`config.mk`:
```
export PLATFORM = sky130hd
export DESIGN_NAME = share_mem_ring_reader
export DESIGN_NICKNAME = d
export VERILOG_FILES = /design/src/rtl/share_mem_pkg.sv /design/src/rtl/share_mem_ring_reader.sv
export SDC_FILE = /design/constraint.sdc
export NUM_CORES = 1
export LEC_CHECK = 0
export ABC_CLOCK_PERIOD_IN_PS = 1800
export CORE_ASPECT_RATIO = 1.1
export CORE_UTILIZATION = 40
export DETAILED_ROUTE_END_ITERATION = 7
export GPL_TIMING_DRIVEN = 0
export PLACE_DENSITY = 0.9
export REMOVE_ABC_BUFFERS = 1
export SYNTH_ARGS = -nofsm -noshare
export SYNTH_HDL_FRONTEND = slang
export SYNTH_SLANG_ARGS = --single-unit
export TNS_END_PERCENT = 30
```
`constraint.sdc`:
```
create_clock -name clk -period 1.8 [get_ports clk]
set_input_delay 0.36 -clock clk [delete_from_list [all_inputs] [get_ports clk]]
set_output_delay 0.36 -clock clk [all_outputs]
set_load 0.05 [all_outputs]
```
`src/rtl/share_mem_pkg.sv`:
```
// Shared definitions for both ends of the inter-CPU message ring in share_mem.
// Port-B addresses are {REGION_PREFIX, word[9:0]}. CPU A owns words 0x000-0x1FF.
// CPU B owns words 0x200-0x3FF.
package share_mem_pkg;

  localparam logic [21:0] CPU_A_REGION_LO = 22'h002000;
  localparam logic [21:0] CPU_A_REGION_HI = 22'h0021FF;
  localparam logic [21:0] CPU_B_REGION_LO = 22'h002200;
  localparam logic [21:0] CPU_B_REGION_HI = 22'h0023FF;

  localparam logic [11:0] REGION_PREFIX = 12'h008;

  localparam logic [9:0] DEF_HEAD_ADDR = 10'h1FF;
  localparam logic [9:0] DEF_TAIL_ADDR = 10'h3FF;

  typedef enum logic [2:0] {
    ST_IDLE,
    ST_POLL,
    ST_HCAP,
    ST_RD,
    ST_DCAP,
    ST_HOLD,
    ST_WB,
    ST_GAP
  } ring_rd_state_e;

  // Map a 10-bit word address onto the port-B byte-region address.
  function automatic logic [21:0] region_addr(input logic [9:0] word);
    return {REGION_PREFIX, word};
  endfunction

endpackage

```
`src/rtl/share_mem_ring_reader.sv`:
```
// Consumer end of the CPU A -> CPU B message ring in shared memory.
// The block polls the head index and streams new words out on valid/ready.
// It publishes its tail index once at the end of each batch.
// RING_DEPTH must be a power of two no larger than 511. POLL_GAP must be at least 1.
module share_mem_ring_reader
  import share_mem_pkg::*;
#(
  parameter logic [9:0] RING_BASE  = 10'h000,
  parameter int         RING_DEPTH = 256,
  parameter logic [9:0] HEAD_ADDR  = DEF_HEAD_ADDR,
  parameter logic [9:0] TAIL_ADDR  = DEF_TAIL_ADDR,
  parameter int         POLL_GAP   = 16
) (
  input  logic        clk,
  input  logic        rst_n,
  input  logic        enable,
  output logic [21:0] mem_addr,
  output logic        mem_re,
  output logic        mem_we,
  output logic [31:0] mem_wdata,
  input  logic [31:0] mem_rdata,
  output logic [31:0] dout_data,
  output logic        dout_valid,
  input  logic        dout_ready,
  output logic        ring_empty,
  output logic        head_err
);

  localparam int IDX_W = $clog2(RING_DEPTH);
  localparam int GAP_W = $clog2(POLL_GAP + 1);
  localparam logic [GAP_W-1:0] GAP_LAST  = GAP_W'(POLL_GAP - 1);
  localparam logic [31:0]      DEPTH_W32 = 32'(RING_DEPTH);
  // The tail writeback must land in the CPU B region. A misconfigured TAIL_ADDR never writes.
  localparam logic TAIL_IN_B = (region_addr(TAIL_ADDR) >= CPU_B_REGION_LO) &&
                               (region_addr(TAIL_ADDR) <= CPU_B_REGION_HI);

  ring_rd_state_e   state, state_nxt;
  logic [IDX_W-1:0] tail, head_snap, tail_inc, rd_head;
  logic [GAP_W-1:0] gap_cnt;
  logic             head_oob;

  assign tail_inc = tail + IDX_W'(1);
  assign rd_head  = mem_rdata[IDX_W-1:0];
  assign head_oob = (mem_rdata >= DEPTH_W32);

  // State register
  always_ff @(posedge clk or negedge rst_n) begin
    if (!rst_n) state <= ST_IDLE;
    else        state <= state_nxt;
  end

  // Next-state decode and memory strobes. The strobes depend on state only, so reset clears them at once.
  always_comb begin
    state_nxt = state;
    mem_re    = 1'b0;
    mem_we    = 1'b0;
    mem_addr  = '0;
    mem_wdata = '0;
    unique case (state)
      ST_IDLE: if (enable) state_nxt = ST_POLL;
      ST_POLL: begin
        mem_re    = 1'b1;
        mem_addr  = region_addr(HEAD_ADDR);
        state_nxt = ST_HCAP;
      end
      ST_HCAP: begin
        if (head_oob || (rd_head == tail)) state_nxt = ST_GAP;
        else                               state_nxt = ST_RD;
      end
      ST_RD: begin
        mem_re    = 1'b1;
        mem_addr  = region_addr(RING_BASE + 10'(tail));
        state_nxt = ST_DCAP;
      end
      ST_DCAP: state_nxt = ST_HOLD;
      ST_HOLD: begin
        // A held word always completes its handshake. Enable only stops the batch after that.
        if (dout_ready) begin
          if ((tail_inc != head_snap) && enable) state_nxt = ST_RD;
          else                                   state_nxt = ST_WB;
        end
      end
      ST_WB: begin
        mem_we    = TAIL_IN_B;
        mem_addr  = region_addr(TAIL_ADDR);
        mem_wdata = 32'(tail);
        state_nxt = enable ? ST_GAP : ST_IDLE;
      end
      ST_GAP: begin
        if (!enable)                  state_nxt = ST_IDLE;
        else if (gap_cnt == GAP_LAST) state_nxt = ST_POLL;
      end
      default: state_nxt = ST_IDLE;
    endcase
  end

  // Ring indices and status flags: capture head on HCAP, advance tail on each accepted word
  always_ff @(posedge clk or negedge rst_n) begin
    if (!rst_n) begin
      tail       <= '0;
      head_snap  <= '0;
      ring_empty <= 1'b1;
      head_err   <= 1'b0;
    end else begin
      if (state == ST_HCAP) begin
        if (head_oob) begin
          head_err   <= 1'b1;
          ring_empty <= 1'b1;
        end else begin
          head_snap  <= rd_head;
          ring_empty <= (rd_head == tail);
        end
      end
      if ((state == ST_HOLD) && dout_ready) tail <= tail_inc;
    end
  end

  // Output word register: loaded from the RAM on DCAP and held until accepted
  always_ff @(posedge clk or negedge rst_n) begin
    if (!rst_n) begin
      dout_data  <= '0;
      dout_valid <= 1'b0;
    end else if (state == ST_DCAP) begin
      dout_data  <= mem_rdata;
      dout_valid <= 1'b1;
    end else if ((state == ST_HOLD) && dout_ready) begin
      dout_valid <= 1'b0;
    end
  end

  // Poll-gap counter: runs only while in GAP and restarts from zero on every entry
  always_ff @(posedge clk or negedge rst_n) begin
    if (!rst_n)              gap_cnt <= '0;
    else if (state == ST_GAP) gap_cnt <= gap_cnt + GAP_W'(1);
    else                     gap_cnt <= '0;
  end

endmodule
```
======== Yosys cells after proc, flatten, opt, wreduce, memory -nomap -nowiden ========
Index checks and enable logic that the tools add are counted.
word-level totals
  flip-flop bits (word level) ............. 59
  input bits .............................. 36
  output and inout bits ................... 91
operators by class
  add/subtract/negate cells ............... 2
  $lt $le $gt $ge ......................... 1
  equality and inequality tests ........... 13
  multiplexer cells ....................... 16
  bitwise logic cells ..................... 1
  reductions and logical operators ........ 9
operators with widths
  operator                                                                               count
  14-bit case mux with 3 select lines                                                    1
  32-bit by 9-bit greater-or-equal comparator with 1-bit output (second input constant)  1
  3-bit case mux with 8 select lines                                                     1
  3-bit two-way mux                                                                      7
  3-bit equality test (second input constant)                                            4
  8-bit by 1-bit adder with 8-bit output (second input constant)                         1
  8-bit equality test                                                                    1
  8-bit two-way mux                                                                      1
  8-bit != test                                                                          1
  3-bit by 2-bit equality test with 1-bit output (second input constant)                 2
  5-bit by 1-bit adder with 5-bit output (second input constant)                         1
  5-bit by 4-bit equality test with 1-bit output (second input constant)                 1
  1-bit two-way mux                                                                      5
  5-bit two-way mux                                                                      1
  2-bit != test (second input constant)                                                  2
  2-bit AND reduction                                                                    2
  3-bit by 1-bit equality test with 1-bit output (second input constant)                 1
  3-bit logical NOT                                                                      1
  3-bit != test (second input constant)                                                  1
  3-bit AND reduction                                                                    1
  1-bit logical AND                                                                      2
  2-bit nonzero test                                                                     1
  2-bit OR reduction                                                                     1
  1-bit logical OR                                                                       1
  1-bit NOT                                                                              1

======== Depth between registers and ports, before layout ========
  depth in word-level cells ............... 6
  gate-level depth with buffers ........... 7

======== Least setup slack after synthesis ========
No wires, ideal clock.
  path type ............................... flip-flop to output port
  start ................................... register state[2]
  end ..................................... output port mem_addr[0]
  arrival ................................. 2509 ps
  required time ........................... 1440 ps
  path slack .............................. -1069 ps
  cell stages (with the launch flop) ...... 7
  path through ............................ dfrtp_1 > buf_2 > nand2_1 > nor2_1 > or2_2 > buf_2 > o21a_1
between the ends
  word-level cells in the longest chain between the ends .. 2
  elaborated cells on any way between the ends .. 4
RTL lines
  element                                      line                         text
  start: declaration                           share_mem_ring_reader.sv:37  ring_rd_state_e state, state_nxt;
  start signal: assignment                     share_mem_ring_reader.sv:49  else state <= state_nxt;
  3-bit equality test (tied with other cells)  share_mem_ring_reader.sv:59  unique case (state)
  14-bit case mux with 3 select lines *        share_mem_ring_reader.sv:59
  end: declaration                             share_mem_ring_reader.sv:17  output logic [21:0] mem_addr,
Mark *: on every way between the ends. The rest lies on a longest branch, timed or not.

======== Final worst setup path ========
  start ................................... register state[2]
  end ..................................... output port mem_addr[7]
Same word-level chain as after synthesis.

==> run_results.csv <==
group,metric,value,unit
critical_path,timing.rr.end,"head_snap[0]",
yosys,ys_types,46,
pwr,pwr-share-seq,0.247,
timing,rsz0062_at_grt,"yes",
placed_design,place.gp.congestion,0.836,
global_route,use_met1,0.203,
timing,worst_pin_slew,660,ps
yosys,synth_edf_count,0,
pwr,power_density,1950,nW/µm²
yosys,synthArstFlopShare,1.00,
global_route,grt_start_max_net_pins,34,
detailed_routing,drtAntennaViolNets,0,
pwr,report.power.total,8.85,mW
clock_tree,clockRootBuffer,"clkbuf_8",
yosys,synth_cells,288,
clock_tree,clk_latency,340,ps
floorplanning,die_h,95.9,µm
critical_path,rrSetupSlack,-80,ps
yosys,synth_most_common_cell,"dfrtp_1",
timing,skew,7.98,ps
yosys,syn_area,3200,µm²
detailed_routing,dr.pass1.iters,4,
critical_path,critPathBufInv,3,
yosys,ys_top_cells_by_count,"dfrtp_1 (58), mux2_2 (41), buf_4 (40)",
clock_tree,cts_buffers,9,
timing,fin_ws,-128,ps
floorplanning,core,7600,µm²
floorplanning,die_w,87.3,µm
detailed_routing,drt-initial-drc-count,136,
pwr,switching_share,0.487,
timing,maxClockFrequency,0.519,GHz
critical_path,reg2reg_depth,5,
clock_tree,clock-sinks,59,
yosys,synthFlopType,"dfrtp_1",
yosys,synth-seq-cells,59,
timing,slew_violations,0,
pwr,static-leakage-power,2.06,nW
placed_design,io_buffers,91,
critical_path,crit_family,"buffers and inverters",
global_route,top_usage_layer,"met2",
clock_tree,clk_path_buf_depth,2,
final_layout,antennaDiodeCount,0,
clock_tree,htreeDepth,3,
timing,slew_headroom,0.560,
yosys,netlist.area_leader.share,0.453,
final_layout,multi_input_area,1670,µm²
final_layout,seqCellArea,1490,µm²
pwr,power_frac_comb,0.598,
floorplanning,ios,127,
floorplanning,rows,33,
status,outcome,"finished with violations",
critical_path,worstSetupPathType,"reg -> out",
detailed_routing,drt-vias-per-instance,5.01,
final_layout,area_delta_synth_final,41.7,%
final_layout,drive_gt1_frac,0.329,
placed_design,dp.cells,467,
hold_path,hold_path.class,"in -> async",
detailed_routing,num_vias,2520,
detailed_routing,drc,0,
critical_path,cp-end-kind,"output port",
pwr,power_switching,4.31,mW
critical_path,cp_max_fo,6,
yosys,syn_avg_cell_area,11.1,µm²
timing,finalHoldViolCount,0,
critical_path,crit_path_start_kind,"flip-flop",
status,violations,"negative setup slack",
pwr,intPower,4.54,mW
critical_path,path_depth,5,
global_route,grt_pass1_vias,2612,
final_layout,fin_util,0.598,
detailed_routing,postRouteWirelength,7920,µm
global_route,antenna_found_initial,0,
final_layout,layout.cells.non_filler,503,
global_route,use_met3,0.0635,
timing,period_needed,1930,ps
clock_tree,cts.clk_slew.worst_paths,70,ps
detailed_routing,wire_per_inst,15.7,µm
placed_design,pre_cts_ws,-948,ps
clock_tree,cts.hold.buffers_added,0,
placed_design,dpl.hpwl,5210,µm
critical_path,reg2reg_from,"state[2]",
floorplanning,die_area,8370,µm²
global_route,grt_use_total,0.198,
global_route,met2_usage,0.354,
global_route,grt_pass1_wl,12400,µm
critical_path,arrival,1570,ps
yosys,synth_area_leaders,"dfrtp_1 (45%), mux2_2 (14%), buf_4 (9.4%)",
critical_path,slowest_delay,440,ps
critical_path,crit_path_cell_trace,"buf_6 > buf_6 > o22ai_4 > o21a_1 > buf_6",
yosys,yosys.area.top_type,"dfrtp_1",
flow_run,maxCapViolations,0,
critical_path,cp.required,1440,ps
clock_tree,cts_tree,"built",
final_layout,layout.nets,432,
yosys,yosysWarnings,0,
global_route,gr-total-overflow,0,
timing,setup_viol,17,
floorplanning,initial_core_util,0.422,
pwr,clock_power_share,0.155,
final_layout,fillers,627,
yosys,synth-seq-area-share,0.461,
critical_path,crit_top_cell,"buf_6",
pwr,ir_drop,1120,µV
critical_path,crit_slowest_cell,"dfrtp_2",
timing,fin_crit_sh,1.07,
[how the worst max path moves through the flow]
stage | end | slack [ps] | start
4_1_cts | dout_data[13] | -170 | state[0]
6_report | mem_addr[7] | -130 | state[2]
3_5_place_dp | mem_addr[5] | -950 | state[2]
5_1_grt | mem_addr[7] | -200 | state[2]
3_3_place_gp | dout_data[29] | -1460 | state[1]
2_1_floorplan | mem_addr[0] | -1670 | state[2]
[layout by cell type, fill, tap and decap left out, types with 9 or more instances in the layout]
master            n
buf_4            19
nor2_1           13
xor2_1           16
dfrtp_2           9
mux2_2           36
clkbuf_8         11
clkdlybuf4s50_1  34
buf_6            14
nand2_1          12
xnor2_1          10
dfrtp_1          49
conb_1           35
dlygate4sd2_1    34
[per-layer routing]
metal / up-vias / part of all wire
met5: - / 0
met4: 0 / 0.032
met3: 27 / 0.069
met2: 123 / 0.52
met1: 1231 / 0.38
li1: 1139 / -
[power by group through the flow]
stage	Combinational, mW	Clock [mW]	Sequential (mW)
finish	5.30	1.37	2.18
global route	5.55	1.45	2.25
CTS	5.22	1.40	2.18
detailed placement	4.80	0	2.27
global placement	4.73	0	2.22
floorplan	1.95	0	3.57
[sequential cells by signal, indices dropped and copies added, names as in the netlist]
register and count:
dout_data 32, head_snap 8, tail 8, gap_cnt 5, state 3, dout_valid 1
head_err 1, ring_empty 1
[cell families (layout without fill, tap and decap cells)]
logic type,after synthesis,in the layout,synth area share
AO/OA/AOI/OAI,30,31,0.0672
XOR/XNOR,26,26,0.0711
adder cells (fa/ha/maj),3,3,0.0117
buffers and inverters,55,127,0.116
flip-flops,59,59,0.461
multiplexers,42,42,0.147
other,1,35,0.00117
AND/OR/NAND/NOR,72,75,0.125
[area by class of cell]
class                           count  share of cell area
Clock inverter                      5              0.0165
Timing Repair Buffer              108               0.223
Inverter                            3             0.00248
Tap cell                          105              0.0289
Multi-Input combinational cell    212               0.367
Sequential cell                    59               0.328
Clock buffer                       11              0.0333
[metrics by stage]
step | hold slack (ps) | TNS (ps) | cell area [µm²]
after global routing | 75.2 | -2850 | 4540
final | 42.5 | -1330 | 4540
after global placement | 443 | -151260 | 4020
after CTS | 53.0 | -6680 | 4480
after floorplan | 64.4 | -49800 | 2970
after detailed placement | 423 | -27890 | 4040
[what timing repair did]
item | CTS | global route
hold endpoints to repair | 0 | 0
cloned | 3 | 1
gates resized for setup | 191 | 25
setup buffers | 16 | 0
pin swaps | 14 | 3
endpoints found under the setup margin | 98 | 65
[worst reg2reg max path: cells and delay by family (launching register included)]
kind | cells | cell delay, ps
flops | 1 | 440
mux | 1 | 330
buf+inv | 2 | 310
simple gates | 2 | 680
Note: power is estimated with default switching activity, not from simulation.
